<file path="config.mk">
export PLATFORM = sky130hd
export DESIGN_NAME = data_cache
export DESIGN_NICKNAME = d
export VERILOG_FILES = /design/src/rtl/data_cache.sv
export SDC_FILE = /design/constraint.sdc
export NUM_CORES = 1
export LEC_CHECK = 0
export ABC_AREA = 1
export CORE_MARGIN = 1
export CORE_UTILIZATION = 50
export DETAILED_ROUTE_END_ITERATION = 8
export GPL_TIMING_DRIVEN = 0
export PLACE_DENSITY = 0.7
export SLEW_MARGIN = 20
export SYNTH_ARGS = -nofsm -noshare
export SYNTH_HDL_FRONTEND = slang
export SYNTH_SLANG_ARGS = --single-unit
</file>
<file path="constraint.sdc">
create_clock -name CLK -period 4 [get_ports CLK]
set_input_delay 0.4 -clock CLK [delete_from_list [all_inputs] [get_ports CLK]]
set_output_delay 0.4 -clock CLK [all_outputs]
set_load 0.02 [all_outputs]
</file>
<file path="src/rtl/data_cache.sv">
// rtl/data_cache.sv - direct-mapped write-back write-allocate byte cache, 8 lines x 4 bytes (optional CACHE_STATS_EN counters)
module data_cache (
    input  logic        CLK,
    input  logic        RESET,
    input  logic        READ,
    input  logic        WRITE,
    input  logic [7:0]  ADDRESS,
    input  logic [7:0]  WRITEDATA,
    output logic [7:0]  READDATA,
    output logic        BUSYWAIT,
    output logic        MEM_READ,
    output logic        MEM_WRITE,
    output logic [5:0]  MEM_ADDRESS,
    output logic [31:0] MEM_WRITEDATA,
    input  logic [31:0] MEM_READDATA,
    input  logic        MEM_BUSYWAIT
`ifdef CACHE_STATS_EN
    ,
    output logic [15:0] HIT_COUNT,
    output logic [15:0] MISS_COUNT
`endif
);

    typedef enum logic [1:0] {IDLE, WBACK, FETCH, UPDATE} state_t;

    state_t      state;
    state_t      state_next;

    logic [7:0]  valid_q;
    logic [7:0]  dirty_q;
    logic [2:0]  tag_q  [8];
    logic [31:0] data_q [8];

    // High during the issue cycle of WBACK/FETCH, where MEM_BUSYWAIT is not trusted.
    logic        mem_first;
    // High in the IDLE cycle right after a refill, so the retried access is not a fresh hit.
    logic        retry;

    logic [2:0]  addr_tag;
    logic [2:0]  idx;
    logic [1:0]  off;
    logic        req;
    logic        hit;
    logic        mem_done;

    assign addr_tag = ADDRESS[7:5];
    assign idx      = ADDRESS[4:2];
    assign off      = ADDRESS[1:0];
    assign req      = READ | WRITE;
    assign hit      = valid_q[idx] && (tag_q[idx] == addr_tag);
    assign mem_done = !mem_first && !MEM_BUSYWAIT;
    assign READDATA = data_q[idx][{off, 3'b000} +: 8];

    // Next-state and memory-side outputs.
    always_comb begin
        state_next    = state;
        BUSYWAIT      = 1'b0;
        MEM_READ      = 1'b0;
        MEM_WRITE     = 1'b0;
        MEM_ADDRESS   = 6'd0;
        MEM_WRITEDATA = 32'd0;
        case (state)
            IDLE: begin
                if (req && !hit) begin
                    BUSYWAIT   = 1'b1;
                    state_next = (valid_q[idx] && dirty_q[idx]) ? WBACK : FETCH;
                end
            end
            WBACK: begin
                BUSYWAIT      = 1'b1;
                MEM_WRITE     = 1'b1;
                MEM_ADDRESS   = {tag_q[idx], idx};
                MEM_WRITEDATA = data_q[idx];
                if (mem_done) state_next = FETCH;
            end
            FETCH: begin
                BUSYWAIT    = 1'b1;
                MEM_READ    = 1'b1;
                MEM_ADDRESS = ADDRESS[7:2];
                if (mem_done) state_next = UPDATE;
            end
            UPDATE: begin
                BUSYWAIT   = 1'b1;
                state_next = IDLE;
            end
            default: state_next = IDLE;
        endcase
    end

    // State register, line storage updates and issue-cycle tracking.
    always_ff @(posedge CLK) begin
        if (RESET) begin
            state     <= IDLE;
            mem_first <= 1'b0;
            retry     <= 1'b0;
            valid_q   <= 8'd0;
            dirty_q   <= 8'd0;
            for (int i = 0; i < 8; i++) begin
                tag_q[i]  <= 3'd0;
                data_q[i] <= 32'd0;
            end
        end else begin
            state     <= state_next;
            mem_first <= (state_next != state) &&
                         ((state_next == WBACK) || (state_next == FETCH));
            retry     <= (state == UPDATE);
            if ((state == IDLE) && WRITE && hit) begin
                data_q[idx][{off, 3'b000} +: 8] <= WRITEDATA;
                dirty_q[idx]                    <= 1'b1;
            end
            if (state == UPDATE) begin
                data_q[idx]  <= MEM_READDATA;
                tag_q[idx]   <= addr_tag;
                valid_q[idx] <= 1'b1;
                dirty_q[idx] <= 1'b0;
            end
        end
    end

`ifdef CACHE_STATS_EN
    // Saturating hit/miss counters; a post-refill retry is not a hit.
    always_ff @(posedge CLK) begin
        if (RESET) begin
            HIT_COUNT  <= 16'd0;
            MISS_COUNT <= 16'd0;
        end else if (state == IDLE && req) begin
            if (hit && !retry && HIT_COUNT != 16'hFFFF)
                HIT_COUNT <= HIT_COUNT + 16'd1;
            if (!hit && MISS_COUNT != 16'hFFFF)
                MISS_COUNT <= MISS_COUNT + 16'd1;
        end
    end
`endif

endmodule

</file>
# After elaboration in Yosys (flattened, before gate mapping)
# Memories as Yosys holds them, arrays and structs flattened.
# Index checks and enable logic that the tools add are counted.
# totals
register_bits	19
latchBits	0
mem_bits_rw	280
romBits	0
input_bits	53
out_inout_bits	49
elab_cells	138
n_memories	2
# mem_list
name	depth	width	read_ports	rd_clocked_by_memory_dff	write_ports	line_no	rtl
data_q	8	32	1	0	8	32	logic [31:0] data_q [8];
tag_q	8	3	1	0	8	31	logic [2:0] tag_q [8];
# classes
add_sub_neg	1
multipliers	0
div_mod_pow	0
n_lt_le_gt_ge	2
n_eq_ne	7
shift	3
n_mux	66
bitwise_logic	37
reduce_logical	16
# ops
operator	n
32-bit two-way mux	4
1-bit two-way mux	46
1-bit bitwise OR	33
32-bit OR reduction	1
8-bit by 7-bit variable shift with 32-bit output (first input constant)	1
32-bit by 6-bit indexed part select with 8-bit output	1
8-bit by 7-bit indexed part select with 32-bit output	1
8-bit two-way mux	3
8-bit bitwise OR	2
6-bit case mux with 2 select lines	1
3-bit two-way mux	3
8-bit bitwise AND	1
1-bit logical AND	8
2-bit two-way mux	4
8-bit NOT	1
2-bit case mux with 4 select lines	1
5-bit negation with 7-bit output	1
1-bit binary-select mux with 3-bit select	2
2-bit == test (second input constant)	3
3-bit OR reduction	2
2-bit by 1-bit == test with 1-bit output (second input constant)	2
3-bit by 4-bit < comparator with 1-bit output (second input constant)	1
1-bit demux with 3-bit select	1
3-bit == test	1
6 further kinds	8

# Longest topological paths before layout
# Gate-level depths: netlist (run 1).
# logic_depth
ltp_word	10
mapped_depth	18
depth_no_buf	17

# Worst setup path after synthesis (run 1)
# No wires, ideal clock.
# synth_timing
kind	input-to-reg
from	in ADDRESS[0]
to	mem data_q[0][29] (data pin)
setup_ns	0.274
arrival_time_ns	2.670
required_ns	3.726
slack_ns	1.057
stages	12
n_path_buf	5
path_cell_list	clkbuf_1 -> clkinv_1 -> clkbuf_1 -> clkbuf_1 -> ha_1 -> clkbuf_1 -> inv_1 -> clkbuf_1 -> nand2_1 -> nor2_1 -> a22oi_1 -> nor2_1
# synth_rtl
item	line_no	rtl
start: declaration	7	input logic [7:0] ADDRESS,
end: declaration	32	

# Worst setup path after layout (run 1)
# layout_timing
from	in ADDRESS[4]
to	out READDATA[1]
# layout_via
elab_chain_cells	2
# layout_rtl
item	line_no	rtl
memory 8 x 32 bit	n/a	
32-bit by 6-bit indexed part select with 8-bit output	52	assign READDATA = data_q[idx][{off, 3'b000} +: 8];
end: declaration	9	output logic [7:0] READDATA,
# Every way passes these cells.

==> impl_metrics.tcl, run 1 <==
set metrics [dict create \
    track_usage 0.3162 \
    grt.overflow.total 0 \
    fp.dieH_um 168.5 \
    holdCritPathClass "input port to register" \
    crit_buf_inv 5 \
    grt_max_degree 15 \
    syn2layout_area_growth_pct 19.19 \
    synth_top_cell_by_area "edfxtp_1" \
    final_cell_area_um2 16520 \
    end_kind "primary output" \
    clock_path_buffers 3 \
    drc 0 \
    cp_max_fo 10 \
    netlist_instances 1337 \
    synth-seq-area-share 0.6340 \
    postRouteAntennaNets 0 \
    netlist_top_cells_area "edfxtp_1 (61%), nor2_1 (9.7%), nand2_1 (5.5%)" \
    grt_pass1_vias 10480 \
    final.min_clock_period_ns 3.897 \
    synthesis.area_um2 13860 \
    start_util 0.5114 \
    p_clk_frac 0.369 \
    die_w_um 168.5 \
    drt_wl_total_um 45060 \
    path_cells "clkdlybuf4s50_1 > inv_2 > nand2_1 > nor2_1 > buf_4 > buf_4 > a22o_1 > a221oi_2 > nand4_1 > nor2_1 > o22ai_2 > clkdlybuf4s50_1" \
    relSlewSlack 0.3637 \
    fin_crit_sh 0.9742 \
    maxSlewViolCount 0 \
    first_pass_iters 6 \
    p_switching_w 0.001921 \
    whs_ns 0.1607 \
    ys_ff_latch 299 \
    antenna_found_initial 1 \
    ir_drop_mv 0.2994 \
    n_antenna_cell 0 \
    min_path_cells 2 \
    hold_viol_final 0 \
    p_sw_frac 0.2636 \
    dieArea_um2 28390 \
    crit_required_ns 3.60 \
    p_comb_frac 0.142 \
    synth.avg_cell_area_um2 10.37 \
    maxCapViolCount 0 \
    dpl-instance-area_um2 15330 \
    cts_root_buf "clkbuf_16" \
    synth_top_area_frac 0.6066 \
    tritoncts "built" \
    cp_top_family "buffers and inverters" \
    numCtsBuffers 30 \
    clock_latency_ns 0.56 \
    viasPerCell 6.024 \
    run_status "complete, no violations" \
    power.density_cell_area_nw_per_um2 441.0 \
    grt_pass1_wl_um 64650 \
    cts.sinks 299 \
    slowest_delay_ns 0.64 \
    clock.fmax_mhz 256.6 \
    drive_gt1_frac 0.1060 \
    fin_tns_setup_ns 0 \
    globalplace.congestion 0.9696 \
    yosysWarnings 0 \
    crit_type "input port to primary output" \
    crit_cells 12 \
    pin_count 102 \
    power_frac_seq 0.490 \
    p_int_w 0.005365 \
    setup_ws_ns 0.1033 \
    fin_nets 1534 \
    grt_setup_unrepaired "no" \
    clk_pin_slew_worst_paths_ns 0.06 \
    setup_viol 0 \
    hpwl_um 31430 \
    drtIter0Drc 1806 \
    via_count 11220 \
    nFillCells 2272 \
    io_buffers 100 \
    cp-start-kind "input port" \
    fin_skew_ns 0.008446 \
    coreArea_um2 27100 \
    worst_ep_arrival_time_ns 3.50 \
    leakagePower_nw 6.210 \
    r2r_cells 7 \
    post-place-ws_ns -0.7578 \
    wl_per_cell_um 24.20 \
    totalPowerFinal_w 0.007286 \
    worst_pin_slew_ns 0.9544 \
    hold_buffers 0 \
    netlist-cell-type-count 34 \
    htree_levels 1 \
    crit_slowest_cell "clkdlybuf4s50_1" \
    rows 60 \
    syn_nets 1400 \
]
-- area by class of cell --
cell class	count	area, um2	share of cell area
buffer	57	340.3	0.02060
sequential	299	8788	0.5320
inverter	97	367.9	0.02227
timing repair buffer	102	1023	0.06195
multi-input combinational	884	4606	0.2788
clock inverter	6	31.28	0.001893
clock buffer	45	898.4	0.05438
tap	372	465.4	0.02817
-- stage by stage --
stage / instances / utilization
4_1_cts: 1861 / 0.6037
6_report: 1862 / 0.6096
3_3_place_gp: 1809 / 0.5656
3_5_place_dp: 1809 / 0.5656
2_1_floorplan: 1337 / -
5_1_grt: 1862 / 0.6096
-- Yosys cell counts --
master	n
o31ai_1	1
nand2_4	16
a22o_1	33
nor2_2	2
nand4_1	25
inv_2	6
a221oi_1	33
nand3_1	31
a21oi_1	46
buf_2	18
or2_2	3
ha_1	10
nor3_1	3
buf_4	3
a22oi_1	47
a32o_1	1
o2bb2ai_1	7
nor2_4	1
inv_1	87
o22ai_1	5
nand2_8	2
nor2_1	359
nand2_2	19
a32oi_1	8
dfxtp_1	19
edfxtp_1	280
clkinv_1	4
o21ai_1	8
nand3_4	2
o21ai_0	18
buf_6	1
nand2_1	204
buf_1	6
clkbuf_1	29
-- power groups by stage --
stage	logic [W]	registers, W	clock network, W
2_1_floorplan	0.000543	0.00362	0
3_3_place_gp	0.000964	0.00363	0
3_5_place_dp	0.000973	0.00363	0
4_1_cts	0.000988	0.00357	0.00268
5_1_grt	0.00108	0.00358	0.00279
6_report	0.00103	0.00357	0.00269
-- path summary, 6_finish.rpt --
kind	from	endpoint	slack, ns
worst max-delay path	ADDRESS[4]	READDATA[1]	0.10
worst min-delay path	RESET	mem_first$_SDFF_PP0_	0.16
worst max register to register	state[0]$_SDFF_PP0_	data_q[4][15]$_SDFFCE_PN0P_	0.73
worst min register to register	valid_q[0]$_SDFFE_PP0N_	valid_q[0]$_SDFFE_PP0N_	0.45
-- repair_timing --
| action | CTS | global route |
|---|---|---|
| cloned | 0 | 0 |
| endpoints found under the hold margin | 0 | 0 |
| buffers inserted | 1 | 1 |
| setup endpoints to repair | 40 | 98 |
| pin swaps | 2 | 1 |
| resized for setup | 49 | 34 |
-- state kept, by name, summed over array words and instances (netlist names) --
signal,flops
data_q,256
dirty_q,8
mem_first,1
state,2
tag_q,24
valid_q,8
-- logic make-up after synthesis --
group,synth area share
buffers and inverters,0.04468
adder cells (fa/ha/maj),0.009027
AO/OA/AOI/OAI,0.1062
AND/OR/NAND/NOR,0.2061
flip-flops,0.6340
-- placed cells by master, fill, tap and decap left out, drive strengths merged, types with 4 or more instances in the layout --
cell and count:
o22ai 5, ha 10, a21oi 46, a22oi 47, buf 30, o21ai 26
clkinv 10, nand4 25, edfxtp 280, inv 92, dfxtp 19, clkbuf 74
nand3 33, a32oi 8, nand2 241, nor2 362, dlymetal6s2s 4, a22o 33
o2bb2ai 7, clkdlybuf4s50 94, a221oi 33
-- per-layer routing --
| layer | part of all wire | vias up | GRT usage |
|---|---|---|---|
| met2 | 0.45 | 868 | 0.4900 |
| li1 | - | 4938 | - |
| met4 | 0.045 | 0 | 0.1391 |
| met3 | 0.14 | 124 | 0.08324 |
| met5 | 0 | - | 0 |
| met1 | 0.37 | 5286 | 0.4209 |
(Power assumes the default switching activity.)
==> run 2, diff against run 1 <==
ABC_AREA = 0   (was 1)
GPL_TIMING_DRIVEN = not set   (was 0)
==> impl_metrics.tcl, run 2 <==
set metrics [dict create \
    drtIter0Drc 1298 \
    netlist_instances 1116 \
    wl_per_cell_um 25.36 \
    final.min_clock_period_ns 3.922 \
    htree_levels 1 \
    ys_ff_latch 299 \
    power.density_cell_area_nw_per_um2 423.9 \
    relSlewSlack 0.3088 \
    clk_pin_slew_worst_paths_ns 0.06 \
    maxCapViolCount 0 \
    synthesis.area_um2 13450 \
    hpwl_um 28530 \
    synth.avg_cell_area_um2 12.05 \
    r2r-start "tag_q[0][2]$_SDFFCE_PN0P_" \
    drive_gt1_frac 0.1149 \
    postCtsSetupRepairBufs 0 \
    synth-async-reset-ratio 0 \
    synth_top_flop_cell "edfxtp_1" \
    die_w_um 166.0 \
    globalplace.congestion 0.9087 \
    setup_viol 0 \
    netlist_top_cells_area "edfxtp_1 (63%), a22oi_1 (9.1%), nor2_1 (8.4%)" \
    cp_max_fo 17 \
    leakagePower_nw 5.408 \
    yosysWarnings 0 \
    start_util 0.5131 \
    numCtsBuffers 30 \
    path_common_cell "buf_4" \
    r2r_cells 9 \
    rr_endpoint "data_q[6][7]$_SDFFCE_PN0P_" \
    synth_top_area_frac 0.6253 \
    run_status "finished with violations" \
    rows 59 \
    fin_crit_sh 0.9804 \
    synth_top_cell_by_area "edfxtp_1" \
    grt_pass1_wl_um 60080 \
    clock_latency_ns 0.57 \
    worst_pin_slew_ns 1.037 \
    grt.overflow.total 0 \
    synth.cells.most_frequent "nor2_1 (302), edfxtp_1 (280), a22oi_1 (163)" \
    synth.most_common_cell "nor2_1" \
    cp-startpoint "ADDRESS[2]" \
    drt_wl_total_um 40530 \
    ir_drop_mv 0.3027 \
    clock.fmax_mhz 255.0 \
    fin_tns_setup_ns 0 \
    dieArea_um2 27550 \
    viasPerCell 6.305 \
    hold_buffers 0 \
    crit_type "input port to primary output" \
    postRouteAntennaNets 0 \
    crit_required_ns 3.60 \
    violations "DRC" \
    first_pass_iters 8 \
    slowest_delay_ns 0.60 \
    synth_edf_count 280 \
    pin_count 102 \
    mostFrequentLayoutCells "nor2_1 (300), edfxtp_1 (280), a22oi_1 (163)" \
    syn2layout_area_growth_pct 20.09 \
    synth-seq-area-share 0.6536 \
    grt_max_degree 67 \
    fin_nets 1303 \
    reg.largest.list "data_q: 256 flops, tag_q: 24 flops" \
    end_kind "primary output" \
    final_util 0.6162 \
    r2r_setup_slack_ns 0.76 \
    io_buffers 101 \
    syn_nets 1179 \
    crit_slowest_cell "clkdlybuf4s50_1" \
    holdCritPathClass "register to register" \
    maxSlewViolCount 0 \
    coreArea_um2 26210 \
    layout_commonest_cell "nor2_1" \
    via_count 10080 \
    worst_ep_arrival_time_ns 3.52 \
    drc 22 \
    grt_pass1_vias 9958 \
    hold_viol_final 0 \
    cts.sinks 299 \
    path_cells "clkdlybuf4s50_1 > buf_4 > buf_4 > inv_1 > buf_4 > nor3_2 > buf_6 > a22oi_1 > nand4_1 > mux4_2 > clkdlybuf4s50_1" \
    top_register "data_q" \
    grt_setup_unrepaired "no" \
    antenna_found_initial 2 \
    tritoncts "built" \
    netlist-cell-type-count 42 \
    fin_skew_ns 0.01314 \
    largest_reg_flops 256 \
    clock_path_buffers 3 \
    cts_root_buf "clkbuf_16" \
    cp-start-kind "input port" \
    track_usage 0.2950 \
    fp.dieH_um 166.0 \
    crit_end "READDATA[3]" \
]
==> run 2: metrics by stage <==
stage               hold WS [ns]  instances  total power, W  instance area [um2]  setup slack [ns]
floorplan                 0.4313       1116        0.003901                13450            0.8671
global placement          0.4544       1543        0.004203                15220            0.1376
detailed placement        0.4560       1543        0.004215                15220           0.05777
CTS                       0.4733       1597        0.006836                16140            0.1051
global route              0.4927       1597        0.007002                16150           0.02136
finish                    0.4721       1598        0.006845                16150           0.07839
==> run 2: logic make-up after synthesis <==
logic type / count (synthesis) / synth area share
simple gates: 472 / 0.1610
flops: 299 / 0.6536
compound gates: 214 / 0.1168
buf+inv: 95 / 0.02866
mux: 24 / 0.02940
fa+ha+maj: 10 / 0.009305
xor+xnor: 2 / 0.001303
==> run 2: power breakdown <==
part	leakage [nW]	internal (W)	switching (W)
combinational	1.91	0.000221	0.000395
sequential	3.04	0.00351	0.0000364
clock	0.456	0.00152	0.00116
total	5.41	0.00525	0.00159
==> run 2: final cells by class <==
type                       instances  area [um2]
clock buffer                      35       790.8
multi-input combinational        722        4307
antenna                            1       2.502
sequential                       299        8788
fill                            2016       10060
tap                              335       419.2
timing repair buffer             177        1672
inverter                          10       37.54
clock inverter                    19       131.4
==> run 2: routing by layer <==
layer	GRT usage	vias up	wire length [um]
li1	-	4411	-
met1	0.3967	4890	15280
met2	0.4623	660	18550
met3	0.05863	114	4852
met4	0.1418	0	1845
met5	0	-	0
==> run 2: worst min-delay path by stage <==
stage | from | to | slack, ns | cells past startpoint
floorplan | valid_q[4]$_SDFFE_PP0N_ | valid_q[4]$_SDFFE_PP0N_ | 0.43 | 2
global placement | valid_q[6]$_SDFFE_PP0N_ | valid_q[6]$_SDFFE_PP0N_ | 0.45 | 2
detailed placement | dirty_q[1]$_SDFF_PP0_ | dirty_q[1]$_SDFF_PP0_ | 0.46 | 2
CTS | dirty_q[6]$_SDFF_PP0_ | dirty_q[6]$_SDFF_PP0_ | 0.47 | 2
global route | dirty_q[5]$_SDFF_PP0_ | dirty_q[5]$_SDFF_PP0_ | 0.49 | 2
finish | valid_q[6]$_SDFFE_PP0N_ | valid_q[6]$_SDFFE_PP0N_ | 0.47 | 2
==> run 2: timing repair <==
| action | CTS | global route |
|---|---|---|
| hold endpoints to repair | 0 | 0 |
| gates resized for setup | 0 | 2 |
| setup endpoints to repair | 0 | 3 |
==> run 2: worst max-delay path: cells and delay by family <==
| family | cells | cell delay (ns) |
|---|---|---|
| multiplexers | 1 | 0.32 |
| AO/OA/AOI/OAI | 1 | 0.15 |
| AND/OR/NAND/NOR | 2 | 0.66 |
| buffers and inverters | 7 | 1.97 |
==> run 3, diff against run 2 <==
CORE_UTILIZATION = 46   (was 50)
PLACE_DENSITY = 0.68   (was 0.7)
SKIP_CTS_REPAIR_TIMING = 1   (was not set)
clock period = 3.5 ns   (was 4 ns; I/O delays follow)
==> impl_metrics.tcl, run 3 (same netlist as run 2, synthesis figures left out) <==
set metrics [dict create \
    viasPerCell 5.995 \
    fin_skew_ns 0.009911 \
    io_buffers 101 \
    final_cells 1768 \
    tritoncts "built" \
    hold_viol_final 0 \
    drc 0 \
    final_util 0.6034 \
    setup_viol 0 \
    cts.sinks 299 \
    die_w_um 173.0 \
    power.density_cell_area_nw_per_um2 463.1 \
    nFillCells 2285 \
    maxCapViolCount 0 \
    track_usage 0.2863 \
    coreArea_um2 28700 \
    r2r-start "tag_q[5][2]$_SDFFCE_PN0P_" \
    cts_root_buf "clkbuf_16" \
    n_antenna_cell 0 \
    final.min_clock_period_ns 3.428 \
    clock.fmax_mhz 291.7 \
    rows 62 \
    mostFrequentLayoutCells "nor2_1 (300), edfxtp_1 (280), buf_4 (181)" \
    clock_path_buffers 3 \
    relSlewSlack 0.3297 \
    dieArea_um2 29920 \
    crit_required_ns 3.15 \
    first_pass_iters 6 \
    cp_max_fo 8 \
    grt_max_degree 85 \
    fin_crit_sh 0.9796 \
    start_util 0.4685 \
    postRouteAntennaNets 0 \
    globalplace.congestion 0.9402 \
    pin_count 102 \
    r2r_setup_slack_ns 0.36 \
    crit_type "input port to primary output" \
    end_kind "primary output" \
    fp.dieH_um 173.0 \
    top_register "data_q" \
    ir_drop_mv 0.2988 \
    cp-start-kind "input port" \
    post-place-ws_ns -0.2810 \
    r2r_cells 10 \
    grt_pass1_wl_um 63890 \
    placedCellCount 1691 \
    htree_levels 1 \
    cp-startpoint "ADDRESS[2]" \
    via_count 10600 \
    reg.largest.list "data_q: 256 flops, tag_q: 24 flops" \
    syn2layout_area_growth_pct 28.81 \
    crit_end "MEM_WRITEDATA[6]" \
    leakagePower_nw 6.649 \
    numCtsBuffers 31 \
    clock_latency_ns 0.55 \
    drt_wl_total_um 43170 \
    drive_gt1_frac 0.2001 \
    holdCritPathClass "register to register" \
    setup_ws_ns 0.07157 \
    rr_endpoint "data_q[6][25]$_SDFFCE_PN0P_" \
    grt_setup_unrepaired "yes" \
    run_status "complete, no violations" \
    hpwl_um 30080 \
    grt_pass1_vias 10310 \
    drtIter0Drc 1576 \
    largest_reg_flops 256 \
    worst_ep_arrival_time_ns 3.08 \
    worst_pin_slew_ns 1.005 \
    grt.overflow.total 0 \
    layout_commonest_cell "nor2_1" \
    wl_per_cell_um 24.42 \
    clk_pin_slew_worst_paths_ns 0.06 \
    antenna_found_initial 1 \
    maxSlewViolCount 0 \
    fin_nets 1424 \
]
## run 3: cell types whose count changed in the layout (fill, tap and decap cells not counted), moves of 4 or more
cell             previous run  this run
dlymetal6s2s_1              0        36
a22oi_1                   163       158
buf_4                      67       181
clkinv_2                    6        10
clkdlybuf4s50_1           100        63
a22oi_2                     0         5
clkinv_1                   11         6
buf_12                      7        12
## run 3: cell type report
class | instances | area (um2) | share of cell area
well taps | 384 | 480.5 | 0.02774
repair buffers | 297 | 2724 | 0.1573
flip-flops and latches | 299 | 8788 | 0.5074
inverters | 10 | 37.54 | 0.002167
clock buffers | 36 | 794.5 | 0.04587
multi-input cells | 722 | 4348 | 0.2510
clock inverters | 20 | 147.6 | 0.008524
## run 3: how the worst min path moves through the flow
| stage | from | end | slack (ns) | depth (start not counted) |
|---|---|---|---|---|
| global route | dirty_q[1]$_SDFF_PP0_ | dirty_q[1]$_SDFF_PP0_ | 0.50 | 2 |
| global placement | valid_q[6]$_SDFFE_PP0N_ | valid_q[6]$_SDFFE_PP0N_ | 0.45 | 2 |
| detailed placement | valid_q[4]$_SDFFE_PP0N_ | valid_q[4]$_SDFFE_PP0N_ | 0.45 | 2 |
| finish | dirty_q[3]$_SDFF_PP0_ | dirty_q[3]$_SDFF_PP0_ | 0.47 | 2 |
| floorplan | valid_q[4]$_SDFFE_PP0N_ | valid_q[4]$_SDFFE_PP0N_ | 0.43 | 2 |
| CTS | dirty_q[4]$_SDFF_PP0_ | dirty_q[4]$_SDFF_PP0_ | 0.47 | 2 |
## run 3: critical path, cell delays in order
cell and delay, ns:
clkdlybuf4s50_1 0.50, buf_4 0.15, buf_4 0.13, inv_1 0.11, buf_4 0.17, nor3_4 0.26, buf_6 0.22, a22oi_1 0.09
nand4_1 0.15, buf_4 0.14, buf_4 0.09, and2_1 0.11, clkdlybuf4s50_1 0.60
## run 3: layer usage
layer	vias up	routed length, um	track usage
met5	-	0	0
met4	0	1798	0.1139
met3	104	4672	0.05123
met2	694	20420	0.4632
met1	5152	16280	0.3845
li1	4649	-	-
## run 3: where the power goes
| part | total (W) | internal, W | switching (W) |
|---|---|---|---|
| Sequential | 0.00405 | 0.00401 | 0.0000443 |
| Clock | 0.00311 | 0.00176 | 0.00135 |
| Combinational | 0.000853 | 0.000362 | 0.000492 |
| Total | 0.00802 | 0.00613 | 0.00189 |
## run 3: metrics by stage
step	setup TNS, ns	power (W)	hold slack [ns]	cell area [um2]
floorplan	0	0.004458	0.4313	13450
global placement	-55.45	0.004928	0.4497	16090
detailed placement	-58.35	0.004937	0.4536	16090
CTS	-1.835	0.007985	0.4731	17040
global route	-0.05186	0.008224	0.4997	17320
finish	0	0.008021	0.4730	17320
